--- src/rtl/uart_pkg.sv ---
// Shared UART definitions: FSM state encoding and default bit period.
// Reused by the receiver and the future transmitter.
package uart_pkg;

  typedef enum logic [1:0] {
    IDLE  = 2'd0,
    START = 2'd1,
    DATA  = 2'd2,
    STOP  = 2'd3
  } uart_state_e;

  // 50 MHz system clock at 115200 baud.
  localparam int DEFAULT_CLKS_PER_BIT = 434;

endpackage

--- src/rtl/sync_2ff.sv ---
// Two-flop synchronizer for a single asynchronous input bit.
// Both stages reset to RESET_VAL so a line idling at that level shows no edge.
module sync_2ff #(
  parameter logic RESET_VAL = 1'b1
) (
  input  logic clock,
  input  logic rst,
  input  logic d,
  output logic q
);

  logic meta_q, meta_d;
  logic sync_q, sync_d;

  always_comb begin
    meta_d = d;
    sync_d = meta_q;
  end

  always_ff @(posedge clock or posedge rst) begin
    if (rst) begin
      meta_q <= RESET_VAL;
      sync_q <= RESET_VAL;
    end else begin
      meta_q <= meta_d;
      sync_q <= sync_d;
    end
  end

  assign q = sync_q;

endmodule

--- src/rtl/uart_rx.sv ---
// 8N1 UART receiver: mid-bit sampling driven by a bit-timer enable counter.
// Emits a one-cycle data_valid for good frames, frame_err for a low stop bit.
module uart_rx
  import uart_pkg::*;
#(
  parameter int CLKS_PER_BIT = DEFAULT_CLKS_PER_BIT
) (
  input  logic       clock,
  input  logic       rst,
  input  logic       rx,
  output logic [7:0] data_out,
  output logic       data_valid,
  output logic       frame_err,
  output logic       busy
);

  localparam int TW = $clog2(CLKS_PER_BIT);
  localparam logic [TW-1:0] HALF_M1 = TW'(CLKS_PER_BIT / 2 - 1);
  localparam logic [TW-1:0] FULL_M1 = TW'(CLKS_PER_BIT - 1);

  logic rx_s;

  sync_2ff #(
    .RESET_VAL(1'b1)
  ) u_sync (
    .clock(clock),
    .rst  (rst),
    .d    (rx),
    .q    (rx_s)
  );

  uart_state_e   state_q, state_d;
  logic [TW-1:0] timer_q, timer_d;
  logic [2:0]    bit_idx_q, bit_idx_d;
  logic [7:0]    shift_q, shift_d;
  logic [7:0]    data_q, data_d;
  logic          dv_q, dv_d;
  logic          fe_q, fe_d;
  logic          prev_q, prev_d;

  always_comb begin
    state_d   = state_q;
    timer_d   = timer_q;
    bit_idx_d = bit_idx_q;
    shift_d   = shift_q;
    data_d    = data_q;
    dv_d      = 1'b0;
    fe_d      = 1'b0;
    // Tracked in every state so a line still low after STOP cannot retrigger.
    prev_d    = rx_s;

    case (state_q)
      IDLE: begin
        if (prev_q && !rx_s) begin
          state_d = START;
          timer_d = '0;
        end
      end
      START: begin
        if (timer_q == HALF_M1) begin
          timer_d   = '0;
          bit_idx_d = 3'd0;
          state_d   = rx_s ? IDLE : DATA;
        end else begin
          timer_d = timer_q + TW'(1);
        end
      end
      DATA: begin
        if (timer_q == FULL_M1) begin
          timer_d            = '0;
          shift_d[bit_idx_q] = rx_s;
          if (bit_idx_q == 3'd7) begin
            bit_idx_d = 3'd0;
            state_d   = STOP;
          end else begin
            bit_idx_d = bit_idx_q + 3'd1;
          end
        end else begin
          timer_d = timer_q + TW'(1);
        end
      end
      STOP: begin
        if (timer_q == FULL_M1) begin
          timer_d = '0;
          state_d = IDLE;
          if (rx_s) begin
            data_d = shift_q;
            dv_d   = 1'b1;
          end else begin
            fe_d = 1'b1;
          end
        end else begin
          timer_d = timer_q + TW'(1);
        end
      end
      default: state_d = IDLE;
    endcase
  end

  always_ff @(posedge clock or posedge rst) begin
    if (rst) begin
      state_q   <= IDLE;
      timer_q   <= '0;
      bit_idx_q <= 3'd0;
      shift_q   <= 8'h00;
      data_q    <= 8'h00;
      dv_q      <= 1'b0;
      fe_q      <= 1'b0;
      prev_q    <= 1'b1;
    end else begin
      state_q   <= state_d;
      timer_q   <= timer_d;
      bit_idx_q <= bit_idx_d;
      shift_q   <= shift_d;
      data_q    <= data_d;
      dv_q      <= dv_d;
      fe_q      <= fe_d;
      prev_q    <= prev_d;
    end
  end

  assign data_out   = data_q;
  assign data_valid = dv_q;
  assign frame_err  = fe_q;
  assign busy       = (state_q != IDLE);

endmodule

--- config.mk ---
export PLATFORM = sky130hd
export DESIGN_NAME = uart_rx
export DESIGN_NICKNAME = d
export VERILOG_FILES = /design/src/rtl/uart_pkg.sv /design/src/rtl/sync_2ff.sv /design/src/rtl/uart_rx.sv
export SDC_FILE = /design/constraint.sdc
export NUM_CORES = 1
export LEC_CHECK = 0
export ABC_AREA = 1
export CAP_MARGIN = 10
export CORE_AREA = 2 2 63 65
export DETAILED_ROUTE_END_ITERATION = 16
export DIE_AREA = 0 0 65 67
export PLACE_DENSITY_LB_ADDON = 0.2
export SETUP_SLACK_MARGIN = 0.05
export SLEW_MARGIN = 20
export SYNTH_ARGS = -nofsm -noshare
export SYNTH_HDL_FRONTEND = slang
export SYNTH_HIERARCHICAL = 1
export SYNTH_SLANG_ARGS = --single-unit
--- constraint.sdc ---
create_clock -name clock -period 1.6 [get_ports clock]
set_clock_uncertainty 0.15 [all_clocks]
set_input_delay 0.48 -clock clock [delete_from_list [all_inputs] [get_ports clock]]
set_output_delay 0.48 -clock clock [all_outputs]
set_load 0.005 [all_outputs]
# After elaboration in Yosys (flattened, before gate mapping)
# Cells that the tools add are included.
dict set report classes {
  addsub 2
  magnitude_cmp 2
  eq_ne 11
  muxes 24
  reduce_logical 11
}
# cell n
set op_table {}
lappend op_table {{two-way mux 9 bit} 3}
lappend op_table {{one-hot mux 9 bit (3 select lines)} 1}
lappend op_table {{two-way mux 2 bit} 6}
lappend op_table {{inequality test 2 bit (second input constant)} 5}
lappend op_table {{adder 9 x 1 -> 9 bit (second input constant)} 1}
lappend op_table {{== test 9 x 8 -> 1 bit (second input constant)} 1}
lappend op_table {{== test 9 bit (second input constant)} 1}
lappend op_table {{two-way mux 3 bit} 3}
lappend op_table {{bitwise mux 8 bit} 1}
lappend op_table {{one-hot mux 2 bit (4 select lines)} 1}
lappend op_table {{two-way mux 1 bit} 7}
lappend op_table {{one-hot mux 3 bit (2 select lines)} 1}
lappend op_table {{AND reduction 3 bit} 2}
lappend op_table {{AND reduction 5 bit} 1}
lappend op_table {{== test 2 bit (second input constant)} 2}
lappend op_table {{< comparator 3 x 4 -> 1 bit (second input constant)} 1}
lappend op_table {{nonzero test 2 bit} 2}
lappend op_table {{adder 3 x 1 -> 3 bit (second input constant)} 1}
lappend op_table {{demux 1 bit (select 3 bit)} 1}
lappend op_table {{== test 3 bit (second input constant)} 1}
lappend op_table {{greater-or-equal comparator 3 x 1 -> 1 bit (second input constant)} 1}
lappend op_table {{== test 2 x 1 -> 1 bit (second input constant)} 1}
lappend op_table {{logical AND 1 bit} 2}
lappend op_table {{zero test 2 bit} 1}
lappend op_table {{3 further kinds} 3}
dict set report word_totals {
  reg_bits 35
  input_bits 3
  output_inout_bits 11
  elab_cells 60
}

# Longest topological paths before layout
# Gate-level depths: netlist of the first run.
dict set report depth {
  ltp_word 5
  depth_mapped 10
  mapped_depth_nobuf 10
}

# Hierarchy
# The synthesis of the first run kept the hierarchy.
# module instances cells_per_inst area_each_um2 seq_area_each_um2
set by_module_without_submodules {}
lappend by_module_without_submodules {uart_rx 1 217 1735.4 827.0}
lappend by_module_without_submodules {sync_2ff 1 3 56.3 52.6}

# Worst setup path before layout of the first run
# OpenSTA, ideal clock, no wires.
dict set report synth_path {
  kind {reg-to-reg}
  start {reg timer_q[1]}
  end {reg data_q[0], in the netlist data_out[0]}
  setup_time_ns 0.065
  arrival_time_ns 1.328
  required_ns 1.385
  slack_ns 0.057
  path_stages_with_launch 11
  path_buffers 0
  synth_period_minus_slack_ns 1.543
  cell_sequence {dfrtp_1 -> inv_1 -> ha_1 -> nand2_1 -> nor2_1 -> nand2_2 -> inv_2 -> nand4_4 -> clkinv_4 -> nand2_1 -> nand2_1}
}
dict set report synth_between {
  elab_chain_len 2
}
# element line
set synth_lines {}
lappend synth_lines {{start: declaration} uart_rx.sv:33} ;# logic [TW-1:0] timer_q, timer_d;
lappend synth_lines {{start signal: assignment} uart_rx.sv:112} ;# timer_q <= timer_d;
lappend synth_lines {{== test 9 bit} uart_rx.sv:83} ;# if (timer_q == FULL_M1) begin
lappend synth_lines {{AND reduction 3 bit (no source line)} n/a}
lappend synth_lines {{end signal: assignment} uart_rx.sv:115} ;# data_q <= data_d;
lappend synth_lines {{end: declaration} uart_rx.sv:36} ;# logic [7:0] data_q, data_d;
# Every way passes these cells.
# A chain may end at the register's enable or synchronous reset.

# Worst setup path after layout of the first run
dict set report layout_path {
  start {reg timer_q[0]}
  end {reg bit_idx_q[1]}
}
dict set report layout_between {
  elab_chain_len 3
  word_cells_on_any_way 5
  cone_classes {4 x eq/ne; 1 x reduce/logical}
}
# element line
set layout_lines {}
lappend layout_lines {{== test 9 bit / == test 9 x 8 -> 1 bit (equally long branches)} {uart_rx.sv:69, uart_rx.sv:60}}
lappend layout_lines {{inequality test 2 bit (no source line)} n/a}
lappend layout_lines {{AND reduction 3 bit (no source line) *} n/a}
lappend layout_lines {{end signal: assignment} uart_rx.sv:113} ;# bit_idx_q <= bit_idx_d;
lappend layout_lines {{end: declaration} uart_rx.sv:34} ;# logic [2:0] bit_idx_q, bit_idx_d;
# Mark *: on every way between the ends. The rest lies on a longest branch, timed or not.

==> out/qor_table.md, run 1 <==
| Parameter | Value | Unit |
|---|---|---|
| Run status | finished, violations left | - |
| Failing checks | setup timing | - |
| Fraction of registers with async set or reset after synthesis | 1.00 | - |
| Iteration count of the initial detailed-routing pass | 5 | - |
| Floorplan row count | 22 | - |
| Area fraction in and, or, nand and nor cells after synthesis | 0.330 | - |
| Clock insertion delay at the later pin of the skew report | 0.30 | ns |
| Antenna violations before repair | 0 | - |
| Leakage component of the power | 1.23 | nW |
| Post-Synth Adder-Cell Area | 0.0349 | - |
| CTS clk-pin slew, worst paths | 0.07 | ns |
| Synthesis-to-finish area growth | 36.6 | % |
| Final core utilization | 0.679 | - |
| FF+latch count, synth | 35 | - |
| Xor and xnor area share after synthesis | 0.0147 | - |
| Die span in y | 67 | um |
| Final weighted congestion in routability-driven placement | 0.823 | - |
| Placed cell count | 295 | - |
| Leading cell types in the layout, fill and taps excluded | sky130_fd_sc_hd__nand2_1, sky130_fd_sc_hd__dfrtp_1, sky130_fd_sc_hd__buf_4 | - |
| Compound-Gate Fraction of Synth Area | 0.0566 | - |
| Mux cell area share after synthesis | 0 | - |
| Number of enable-type register cells in the synthesized netlist | 0 | - |
| H-tree depth | 2 | - |
| CTS Buf Count | 5 | - |
| Count of cell types in the netlist | 28 | - |
| Filler cell count | 276 | - |
| Largest net degree at the start of global routing | 34 | - |
| Sinks on the clock net | 35 | - |
| Routed wirelength normalized by instance count | 13.1 | um |
| Fin nets | 276 | - |
| Most common library cell in the layout ignoring fill and taps | sky130_fd_sc_hd__nand2_1 | - |
| Summed instance area of the synthesized netlist | 1790 | sq um |
| Fraction of the yosys area taken by sequential cells | 0.491 | - |
| Average via count per standard cell | 5.09 | - |
| Ys flop type | sky130_fd_sc_hd__dfrtp_1 | - |
| Number of global-route vias before repair | 1,585 | - |
| Final setup fails | 11 | - |
| Global routing usage summed across all routing layers | 0.218 | - |
| Per-instance average area after synthesis | 8.14 | sq um |
| IO Pins | 14 | - |
| Largest fanout on the critical path | 4 | - |
| Arr. time, crit path | 1.74 | ns |
| Setup TNS | -0.275 | ns |
| Class of the most critical setup path | register to register | - |
| Clk Tree Root Cell | sky130_fd_sc_hd__clkbuf_8 | - |
| Final period utilization | 1.04 | - |
| Hold violation total from the final report | 0 | - |
| Placed cell areas | 2110 | sq um |
| Rel. slew slack | 0.807 | - |
| Synth warn | 6 | - |
| Worst Setup Start Kind | register | - |
| Largest family of logic cells by synthesized area | simple AND/OR/NAND/NOR gates | - |
| Overflow left after global routing | 0 | - |
| CTS tree | built | - |
| Placed wire-length estimate | 2560 | um |
| Hold crit path type | register to register | - |
| Maximum vdd drop | 0.000859 | V |
| Floorplan die width | 65 | um |
| Number of instances in the synthesized netlist | 220 | - |
| Power per standard cell area | 1240 | nW/um^2 |
| Number of max-slew violations in the final report | 0 | - |
| Post-layout minimum cycle time | 1.66 | ns |
| First-pass GRT wire length | 6980 | um |
| Port-buffer cells | 13 | - |
| Achievable clock frequency | 0.603 | GHz |
| CP Capture Type | register | - |
| Final worst hold slack | 0.207 | ns |
| CORE AREA | 3610 | sq um |
| Total wire length | 4160 | um |
| Share of cells above drive strength 1 | 0.327 | - |
| RSZ-0062 raised after global routing | yes | - |
| Area enclosed by the die boundary | 4360 | sq um |
| Initial Utilization | 0.497 | - |
| Number of nets with antenna violations after routing | 0 | - |
| Synthesized net count | 228 | - |
| Post-route cell area | 2450 | sq um |
| Routed vias | 1,615 | - |
| Antenna cells | 0 | - |
| Transition at the pin with the smallest max-transition slack | 0.286 | ns |
| DR DRC count | 0 | - |
| Number of maximum-capacitance violations | 0 | - |
| Fin worst setup slack | -0.0572 | ns |
| Violation count after the first detailed-routing iteration | 103 | - |
| Bufs on Longest Clock Path | 2 | - |
| Non-filler instance count after layout | 317 | - |
| Hold-fix buffers at CTS | 0 | - |
| Required time of the critical path | 1.68 | ns |
## power by group
part	switching (mW)	internal (mW)	leakage, nW
Combinational	0.671	0.501	0.695
Sequential	0.0788	0.961	0.470
Clock	0.329	0.504	0.0612
Total	1.08	1.97	1.23
## flip-flops by register name (all words and copies together), names as in the netlist, 3 cells and up, named ones only
signal / count
bit_idx_q: 3
data_out: 8
timer_q: 9
shift_q: 8
## worst max-delay path, stage by stage, from the launching register on
cell and delay [ns]:
sky130_fd_sc_hd__dfrtp_2 0.43, sky130_fd_sc_hd__inv_2 0.08, sky130_fd_sc_hd__ha_1 0.17, sky130_fd_sc_hd__nand2_1 0.07, sky130_fd_sc_hd__nor2_2 0.12, sky130_fd_sc_hd__nand3_2 0.13
sky130_fd_sc_hd__buf_6 0.16, sky130_fd_sc_hd__o21ai_4 0.15, sky130_fd_sc_hd__nand3_1 0.09, sky130_fd_sc_hd__nand2_1 0.07
## synthesized netlist by cell type (2+ instances only)
cell	instances	area [sq um]
sky130_fd_sc_hd__nand3_1	19	95.1
sky130_fd_sc_hd__nand2_1	79	297
sky130_fd_sc_hd__xor2_1	2	17.5
sky130_fd_sc_hd__dfstp_2	3	78.8
sky130_fd_sc_hd__nor2_1	18	67.6
sky130_fd_sc_hd__ha_1	5	62.6
sky130_fd_sc_hd__o21ai_0	6	30.0
sky130_fd_sc_hd__nand4_1	2	12.5
sky130_fd_sc_hd__o211ai_1	2	15.0
sky130_fd_sc_hd__nand4_4	2	42.5
sky130_fd_sc_hd__inv_2	8	30.0
sky130_fd_sc_hd__nand2_2	5	31.3
sky130_fd_sc_hd__dfrtp_1	32	801
sky130_fd_sc_hd__nor2_4	3	33.8
sky130_fd_sc_hd__o22ai_1	2	12.5
sky130_fd_sc_hd__o21ai_1	3	15.0
sky130_fd_sc_hd__inv_1	18	67.6
## final cells by class
| type | count | area [sq um] | share of cell area |
|---|---|---|---|
| Clock buffer | 6 | 82.6 | 0.0337 |
| Multi-Input combinational cell | 156 | 887 | 0.362 |
| Timing Repair Buffer | 42 | 383 | 0.156 |
| Tap cell | 48 | 60.1 | 0.0245 |
| Sequential cell | 35 | 881 | 0.360 |
| Timing Repair inverter | 1 | 5.00 | 0.00204 |
| Clock inverter | 2 | 35.0 | 0.0143 |
| Inverter | 27 | 114 | 0.0465 |
## layer usage
| metal | wire [um] | up-vias | track usage |
|---|---|---|---|
| li1 | - | 799 | - |
| met1 | 1810 | 755 | 0.255 |
| met2 | 2050 | 44 | 0.369 |
| met3 | 157 | 17 | 0.0439 |
| met4 | 150 | 0 | 0.133 |
| met5 | 0 | - | 0 |
## worst paths after layout
kind | startpoint | to | slack (ns) | depth (start not counted)
max reg2reg | timer_q[0] | bit_idx_q[1] | -0.06 | 9
max in group asynchronous | rst | prev_q | 0.65 | 3
min in group asynchronous | rst | u_sync/q | 0.39 | 2
max | timer_q[0] | bit_idx_q[1] | -0.06 | 9
min reg2reg | u_sync/meta_q | u_sync/q | 0.21 | 0
min | u_sync/meta_q | u_sync/q | 0.21 | 0
## kinds of logic (layout without fill, tap and decap cells)
| kind of cell | after synthesis | after routing |
|---|---|---|
| DFF | 35 | 35 |
| xor gates and xnor gates | 3 | 3 |
| adders and majority gates | 5 | 5 |
| AOI/OAI and AO/OA | 17 | 17 |
| and+or+nand+nor | 130 | 131 |
| buffers and inverters | 30 | 78 |
## metrics by stage
stage,setup slack (ns),power [mW]
after floorplan,0.0573,1.54
after global placement,-0.0560,1.81
after detailed placement,-0.120,1.84
after CTS,-0.0906,2.89
after global routing,-0.129,3.19
final,-0.0572,3.04
## what timing repair did
| item | in CTS | in global routing |
|---|---|---|
| gates resized for setup | 47 | 11 |
| setup endpoints to repair | 43 | 33 |
| pin swaps | 7 | 2 |
| hold endpoints to repair | 0 | 0 |
| cloned | 2 | 0 |
| setup buffers | 12 | 3 |
(Power assumes the default switching activity.)
==> run 2, diff against run 1 <==
--- a/config.mk
+++ b/config.mk
@@ -6,10 +6,11 @@
 export NUM_CORES = 1
 export LEC_CHECK = 0
 export ABC_AREA = 1
-export CAP_MARGIN = 10
+export CAP_MARGIN = 40
 export CORE_AREA = 2 2 63 65
 export DETAILED_ROUTE_END_ITERATION = 16
 export DIE_AREA = 0 0 65 67
+export GPL_TIMING_DRIVEN = 0
 export PLACE_DENSITY_LB_ADDON = 0.2
 export SETUP_SLACK_MARGIN = 0.05
 export SLEW_MARGIN = 20
==> out/qor_table.md, run 2 (synthesis gave the netlist of run 1 again) <==
| Parameter | Value | Unit | Delta |
|---|---|---|---|
| Synthesis-to-finish area growth | 42.0 | % |  |
| Maximum vdd drop | 0.000885 | V | +3.0% |
| Clk Tree Root Cell | sky130_fd_sc_hd__clkbuf_8 | - |  |
| Number of maximum-capacitance violations | 0 | - | unchanged |
| Final period utilization | 1.08 | - | +0.0427 |
| Leading cell types in the layout, fill and taps excluded | sky130_fd_sc_hd__nand2_1, sky130_fd_sc_hd__dfrtp_1, sky130_fd_sc_hd__nand2_2, sky130_fd_sc_hd__buf_4, sky130_fd_sc_hd__nor2_1 | - |  |
| DR DRC count | 0 | - | unchanged |
| Internal power of the cells | 1.84 | mW | -6.6% |
| Gate family responsible for the most delay along the worst path | simple AND/OR/NAND/NOR gates | - |  |
| Class of the most critical setup path | register to register | - |  |
| H-tree depth | 2 | - | unchanged |
| CP Cell Sequence | inv_2 -> ha_4 -> nand2_1 -> nor2_1 -> nand2_2 -> inv_4 -> nand4_4 -> clkinv_4 -> nand2_1 -> nand2_1 | - |  |
| Arr. time, crit path | 1.81 | ns | +0.07 ns |
| Floorplan row count | 22 | - | unchanged |
| Sw Pwr | 1.21 | mW | +13% |
| Placed cell count | 281 | - | -4.7% |
| Violation count after the first detailed-routing iteration | 92 | - | -11% |
| CTS clk-pin slew, worst paths | 0.07 | ns | about the same |
| Initial Utilization | 0.497 | - | unchanged |
| Overflow left after global routing | 0 | - | unchanged |
| Achievable clock frequency | 0.580 | GHz | -4.0% |
| Part of the power in combinational logic | 0.460 | - | +0.075 |
| Cell with the largest stage delay on the worst path | sky130_fd_sc_hd__dfrtp_1 | - |  |
| Bufs on Longest Clock Path | 2 | - | unchanged |
| Setup WS pre-CTS | -0.252 | ns | -0.132 ns |
| Floorplan die width | 65 | um | unchanged |
| Failing checks | setup timing | - |  |
| Transition at the pin with the smallest max-transition slack | 0.683 | ns | +0.397 ns |
| Number of nets with antenna violations after routing | 0 | - | unchanged |
| Cell repeated most along the worst path | sky130_fd_sc_hd__nand2_1 | - |  |
| Hold violation total from the final report | 0 | - | unchanged |
| CORE AREA | 3610 | sq um | unchanged |
| CTS Buf Count | 5 | - | unchanged |
| Iteration count of the initial detailed-routing pass | 4 | - | -1 |
| Fin worst setup slack | -0.125 | ns | -0.0682 ns |
| Die span in y | 67 | um | unchanged |
| Share of cells above drive strength 1 | 0.413 | - | +0.0855 |
| Share of total power in the clock network | 0.201 | - | -0.073 |
| Filler cell count | 269 | - | -2.5% |
| Number of global-route vias before repair | 1,363 | - | -14% |
| Switching share of total power | 0.398 | - | +0.0436 |
| Largest fanout on the critical path | 6 | - | +2 |
| Setup TNS | -1.56 | ns | -1.29 ns |
| CP Capture Type | register | - |  |
| Number of cell instances on the worst register-to-register path | 10 | - | +1 |
| Routed wirelength normalized by instance count | 13.9 | um | +5.5% |
| Power per standard cell area | 1200 | nW/um^2 | -3.6% |
| Rel. slew slack | 0.544 | - | -0.263 |
| Proportion of power drawn by flip-flops and latches | 0.339 | - | -0.003 |
| Fin nets | 276 | - | unchanged |
| Run status | finished, violations left | - |  |
| Largest net degree at the start of global routing | 34 | - | unchanged |
| Clock insertion delay at the later pin of the skew report | 0.29 | ns | about the same |
| Sinks on the clock net | 35 | - | unchanged |
| RSZ-0062 raised after global routing | yes | - |  |
| CP Buf/Inv Count | 3 | - | +1 |
| Number of gates on the worst path with buffers counted | 10 | - | +1 |
| Number of flip-flops under the largest register name | 9 | - | unchanged |
| Leakage component of the power | 1.23 | nW | +0.32% |
| Area enclosed by the die boundary | 4360 | sq um | unchanged |
| Routed vias | 1,620 | - | +0.31% |
| Non-filler instance count after layout | 317 | - | unchanged |
| Biggest register | timer_q | - |  |
| Number of max-slew violations in the final report | 0 | - | unchanged |
| Placed wire-length estimate | 2300 | um | -9.9% |
| Antenna violations before repair | 0 | - | unchanged |
| IO Pins | 14 | - | unchanged |
| Total wire length | 4400 | um | +5.5% |
| Hold-fix buffers at CTS | 0 | - | unchanged |
| Final setup fails | 24 | - | +13 |
| Hold crit path type | register to register | - |  |
| Most common library cell in the layout ignoring fill and taps | sky130_fd_sc_hd__nand2_1 | - |  |
| Final core utilization | 0.705 | - | +0.0267 |
| Post-route cell area | 2540 | sq um | +3.9% |
| First-pass GRT wire length | 6430 | um | -7.9% |
| Final weighted congestion in routability-driven placement | 0.824 | - | about the same |
| Delay of the slowest cell on the worst path | 0.38 | ns | -0.05 ns |
| Post-layout minimum cycle time | 1.73 | ns | +0.0682 ns |
| Worst Setup Start Kind | register | - |  |
| Required time of the critical path | 1.68 | ns | about the same |
| Average via count per standard cell | 5.11 | - | +0.31% |
| CTS tree | built | - |  |
| Antenna cells | 0 | - | unchanged |
| Global routing usage summed across all routing layers | 0.203 | - | -0.0154 |
| Placed cell areas | 1980 | sq um | -6.1% |
| Number of cells on the worst hold path | 0 | - | unchanged |
| Port-buffer cells | 13 | - | unchanged |
run 2: power groups by stage:
stage | clock network (mW) | registers (mW) | logic [mW]
after global placement | 0 | 1.05 | 0.642
after floorplan | 0 | 1.04 | 0.504
after detailed placement | 0 | 1.06 | 0.648
after CTS | 0.624 | 1.02 | 0.993
after global routing | 0.667 | 1.04 | 1.50
final | 0.612 | 1.03 | 1.40
run 2: layer usage:
metal,up-vias,part of all wire,global-route usage
met2,52,0.50,0.327
met1,758,0.43,0.262
li1,802,-,-
met3,8,0.057,0.0405
met5,-,0,0
met4,0,0.019,0.0957
run 2: area by class of cell:
type | count | area, sq um | area share
Buffer | 3 | 27.5 | 0.0108
Tap cell | 48 | 60.1 | 0.0236
Inverter | 27 | 121 | 0.0477
Sequential cell | 35 | 885 | 0.348
Clock buffer | 5 | 68.8 | 0.0271
Timing Repair Buffer | 39 | 357 | 0.140
Multi-Input combinational cell | 156 | 1000 | 0.394
Timing Repair inverter | 1 | 8.76 | 0.00344
Clock inverter | 3 | 15.0 | 0.00590
run 2: timing repair:
action	CTS	global route
gates resized for setup	62	42
pin swaps	11	12
setup endpoints to repair	43	36
buffers inserted	14	12
cloned	2	1
run 2: per-stage QoR:
step	power [mW]	hold WS, ns
after detailed placement	1.70	0.199
after global routing	3.21	0.210
after CTS	2.64	0.209
after global placement	1.70	0.198
final	3.05	0.207
after floorplan	1.54	0.195
run 2: final timing paths:
kind | start | slack (ns) | to
max in group asynchronous | rst | 0.33 | timer_q[3]
hold reg to reg | u_sync/meta_q | 0.21 | u_sync/q
min in group asynchronous | rst | 0.41 | u_sync/meta_q
setup / recovery | timer_q[1] | -0.13 | data_out[4]
hold / removal | u_sync/meta_q | 0.21 | u_sync/q
setup reg to reg | timer_q[1] | -0.13 | data_out[4]
==> run 3, diff against run 2 <==
--- a/config.mk
+++ b/config.mk
@@ -7,9 +7,9 @@
 export LEC_CHECK = 0
 export ABC_AREA = 1
 export CAP_MARGIN = 40
-export CORE_AREA = 2 2 63 65
+export CORE_AREA = 2 2 58 60
 export DETAILED_ROUTE_END_ITERATION = 16
-export DIE_AREA = 0 0 65 67
+export DIE_AREA = 0 0 60 62
 export GPL_TIMING_DRIVEN = 0
 export PLACE_DENSITY_LB_ADDON = 0.2
 export SETUP_SLACK_MARGIN = 0.05
==> constraint.sdc (replaced) <==
create_clock -name clock -period 2.2 [get_ports clock]
set_clock_uncertainty 0.15 [all_clocks]
set_input_delay 0.66 -clock clock [delete_from_list [all_inputs] [get_ports clock]]
set_output_delay 0.66 -clock clock [all_outputs]
set_load 0.005 [all_outputs]
==> out/qor_table.md, run 3 (synthesis gave the netlist of run 1 again) <==
| Parameter | Value | Unit | Delta |
|---|---|---|---|
| Run status | finished clean | - |  |
| Post-layout total power | 1.61 | mW | -47% |
| Violation count after the first detailed-routing iteration | 49 | - | -47% |
| Die span in y | 62 | um | -7.5% |
| RSZ-0062 raised after global routing | no | - |  |
| Global routing usage summed across all routing layers | 0.199 | - | -0.00431 |
| Maximum vdd drop | 0.000598 | V | -32% |
| Routed wirelength normalized by instance count | 10.9 | um | -21% |
| Overflow left after global routing | 0 | - | unchanged |
| Sw Pwr | 0.609 | mW | -50% |
| Clk Tree Root Cell | sky130_fd_sc_hd__clkbuf_4 | - |  |
| Bufs on Longest Clock Path | 2 | - | unchanged |
| Hold crit path type | register to register | - |  |
| Capturing element of the worst setup path | busy | - |  |
| Number of global-route vias before repair | 1,240 | - | -9.0% |
| Part of the power in combinational logic | 0.326 | - | -0.134 |
| Setup WS pre-CTS | 0.175 | ns | +0.427 ns |
| Worst flop-to-flop path endpoint | state_q[0] | - |  |
| CP Buf/Inv Count | 3 | - | unchanged |
| Synthesis-to-finish area growth | 14.9 | % |  |
| Proportion of power drawn by flip-flops and latches | 0.465 | - | +0.126 |
| Number of flip-flops under the largest register name | 9 | - | unchanged |
| Fin nets | 250 | - | -9.4% |
| Number of gates on the worst path with buffers counted | 4 | - | -6 |
| Share of cells above drive strength 1 | 0.160 | - | -0.252 |
| CTS tree | built | - |  |
| CP Cell Sequence | buf_6 -> nor2_4 -> inv_1 -> dlygate4sd2_1 | - |  |
| Arr. time, crit path | 1.26 | ns | -0.55 ns |
| Achievable clock frequency | 0.483 | GHz |  |
| Placed wire-length estimate | 2160 | um | -6.2% |
| CP Capture Type | primary output | - |  |
| Leakage component of the power | 1.03 | nW | -17% |
| CTS clk-pin slew, worst paths | 0.09 | ns | +0.02 ns |
| Non-filler instance count after layout | 289 | - | -8.8% |
| H-tree depth | 2 | - | unchanged |
| Switching share of total power | 0.378 | - | -0.0194 |
| Class of the most critical setup path | register to primary output | - |  |
| Final core utilization | 0.648 | - | -0.0576 |
| Floorplan row count | 21 | - | -4.5% |
| Rel. slew slack | 0.553 | - | +0.00828 |
| Hold-fix buffers at CTS | 0 | - | unchanged |
| Largest fanout on the critical path | 7 | - | +1 |
| Port-buffer cells | 13 | - | unchanged |
| First-pass GRT wire length | 5400 | um | -16% |
| Power per standard cell area | 781 | nW/um^2 | -35% |
| Number of maximum-capacitance violations | 0 | - | unchanged |
| Required time of the critical path | 1.39 | ns | -0.29 ns |
| Hold violation total from the final report | 0 | - | unchanged |
| CORE AREA | 3180 | sq um | -12% |
| Filler cell count | 275 | - | +2.2% |
| Fin worst setup slack | 0.130 | ns | +0.255 ns |
| Leading cell types in the layout, fill and taps excluded | sky130_fd_sc_hd__nand2_1, sky130_fd_sc_hd__dfrtp_1, sky130_fd_sc_hd__nand3_1 | - |  |
| Final period utilization | 0.941 | - |  |
| Final weighted congestion in routability-driven placement | 0.861 | - | +4.5% |
| Internal power of the cells | 1.00 | mW | -46% |
| Placed cell count | 279 | - | -0.71% |
| Initial Utilization | 0.564 | - | +0.0667 |
| Biggest register | timer_q | - |  |
| Most common library cell in the layout ignoring fill and taps | sky130_fd_sc_hd__nand2_1 | - |  |
| Number of cell instances on the worst register-to-register path | 10 | - | unchanged |
| Transition at the pin with the smallest max-transition slack | 0.670 | ns | -0.0124 ns |
| RR Startpoint | timer_q[0] | - |  |
| Post-layout minimum cycle time | 2.07 | ns |  |
| Worst Setup Start Kind | register | - |  |
| Antenna cells | 0 | - | unchanged |
| Final setup fails | 0 | - | -100% |
| Largest net degree at the start of global routing | 34 | - | unchanged |
| CTS Buf Count | 5 | - | unchanged |
| Area enclosed by the die boundary | 3720 | sq um | -15% |
| Delay of the slowest cell on the worst path | 0.39 | ns | about the same |
| Total wire length | 3160 | um | -28% |
| IO Pins | 14 | - | unchanged |
| Number of nets with antenna violations after routing | 0 | - | unchanged |
| Clock insertion delay at the later pin of the skew report | 0.34 | ns | +0.05 ns |
| Share of total power in the clock network | 0.209 | - | +0.008 |
| Final worst hold slack | 0.212 | ns | +0.00498 ns |
| Number of max-slew violations in the final report | 0 | - | unchanged |
| Minimum setup slack among reg-to-reg paths | 0.37 | ns | +0.50 ns |
| DR DRC count | 0 | - | unchanged |
| Iteration count of the initial detailed-routing pass | 4 | - | unchanged |
| Cell with the largest stage delay on the worst path | sky130_fd_sc_hd__dfrtp_1 | - |  |
| Average via count per standard cell | 4.82 | - | -5.7% |
| Gate family responsible for the most delay along the worst path | buffers and inverters | - |  |
| Floorplan die width | 60 | um | -7.7% |
| Sinks on the clock net | 35 | - | unchanged |
| Routed vias | 1,393 | - | -14% |
| Antenna violations before repair | 0 | - | unchanged |
## run 3: changes by cell type in the layout (fill, tap and decap cells not counted), sizes merged
| cell | previous run | this run |
|---|---|---|
| clkdlybuf4s50 | 2 | 12 |
| inv | 25 | 26 |
| nand4 | 5 | 4 |
| clkinv | 6 | 2 |
| clkinvlp | 0 | 1 |
| dlygate4sd2 | 0 | 1 |
| buf | 30 | 5 |
| clkdlybuf4s15 | 9 | 0 |
## run 3: worst min-delay path by stage
stage                             start  slack [ns]  cells after the start        to
after floorplan           u_sync/meta_q        0.20                      0  u_sync/q
after global placement    u_sync/meta_q        0.20                      0  u_sync/q
after detailed placement  u_sync/meta_q        0.20                      0  u_sync/q
after CTS                 u_sync/meta_q        0.22                      0  u_sync/q
after global routing      u_sync/meta_q        0.22                      0  u_sync/q
final                     u_sync/meta_q        0.21                      0  u_sync/q
## run 3: area by class of cell
class                      instances  area, sq um  area share
clock buffer                       6         41.3      0.0200
inverter                          27          106      0.0516
multi-input combinational        155          790       0.383
clock inverter                     2         12.5     0.00608
tap                               46         57.6      0.0279
sequential                        35          881       0.428
timing repair buffer              15          144      0.0699
buffer                             3         27.5      0.0134
## run 3: worst reg2reg max path, delay by kind of cell (launching register included)
family                     cells  cell delay [ns]
and+or+nand+nor                7             0.78
adders and majority gates      1             0.17
buffers and inverters          2             0.26
DFF                            1             0.42
## run 3: power groups by stage
stage | Combinational, mW | Clock, mW | Sequential, mW
after global routing | 0.596 | 0.375 | 0.755
after floorplan | 0.366 | 0 | 0.757
after global placement | 0.467 | 0 | 0.767
after detailed placement | 0.469 | 0 | 0.768
after CTS | 0.475 | 0.346 | 0.762
final | 0.525 | 0.336 | 0.748
## run 3: repair_timing
| item | CTS | global route |
|---|---|---|
| gates resized for setup | 4 | 1 |
| buffers inserted | 0 | 2 |
| endpoints found under the setup margin | 1 | 1 |
## run 3: stage by stage
step | cell area, sq um | TNS [ns]
global route | 2060 | 0
finish | 2060 | 0
CTS | 2040 | 0
floorplan | 1790 | 0
detailed placement | 1980 | 0
global placement | 1980 | -4.78
## run 3: routing by layer
layer | wire length [um] | part of all wire | global-route usage
met1 | 1650 | 0.52 | 0.284
met2 | 1380 | 0.44 | 0.292
met3 | 85 | 0.027 | 0.0559
met4 | 45 | 0.014 | 0.0667
met5 | 0 | 0 | 0
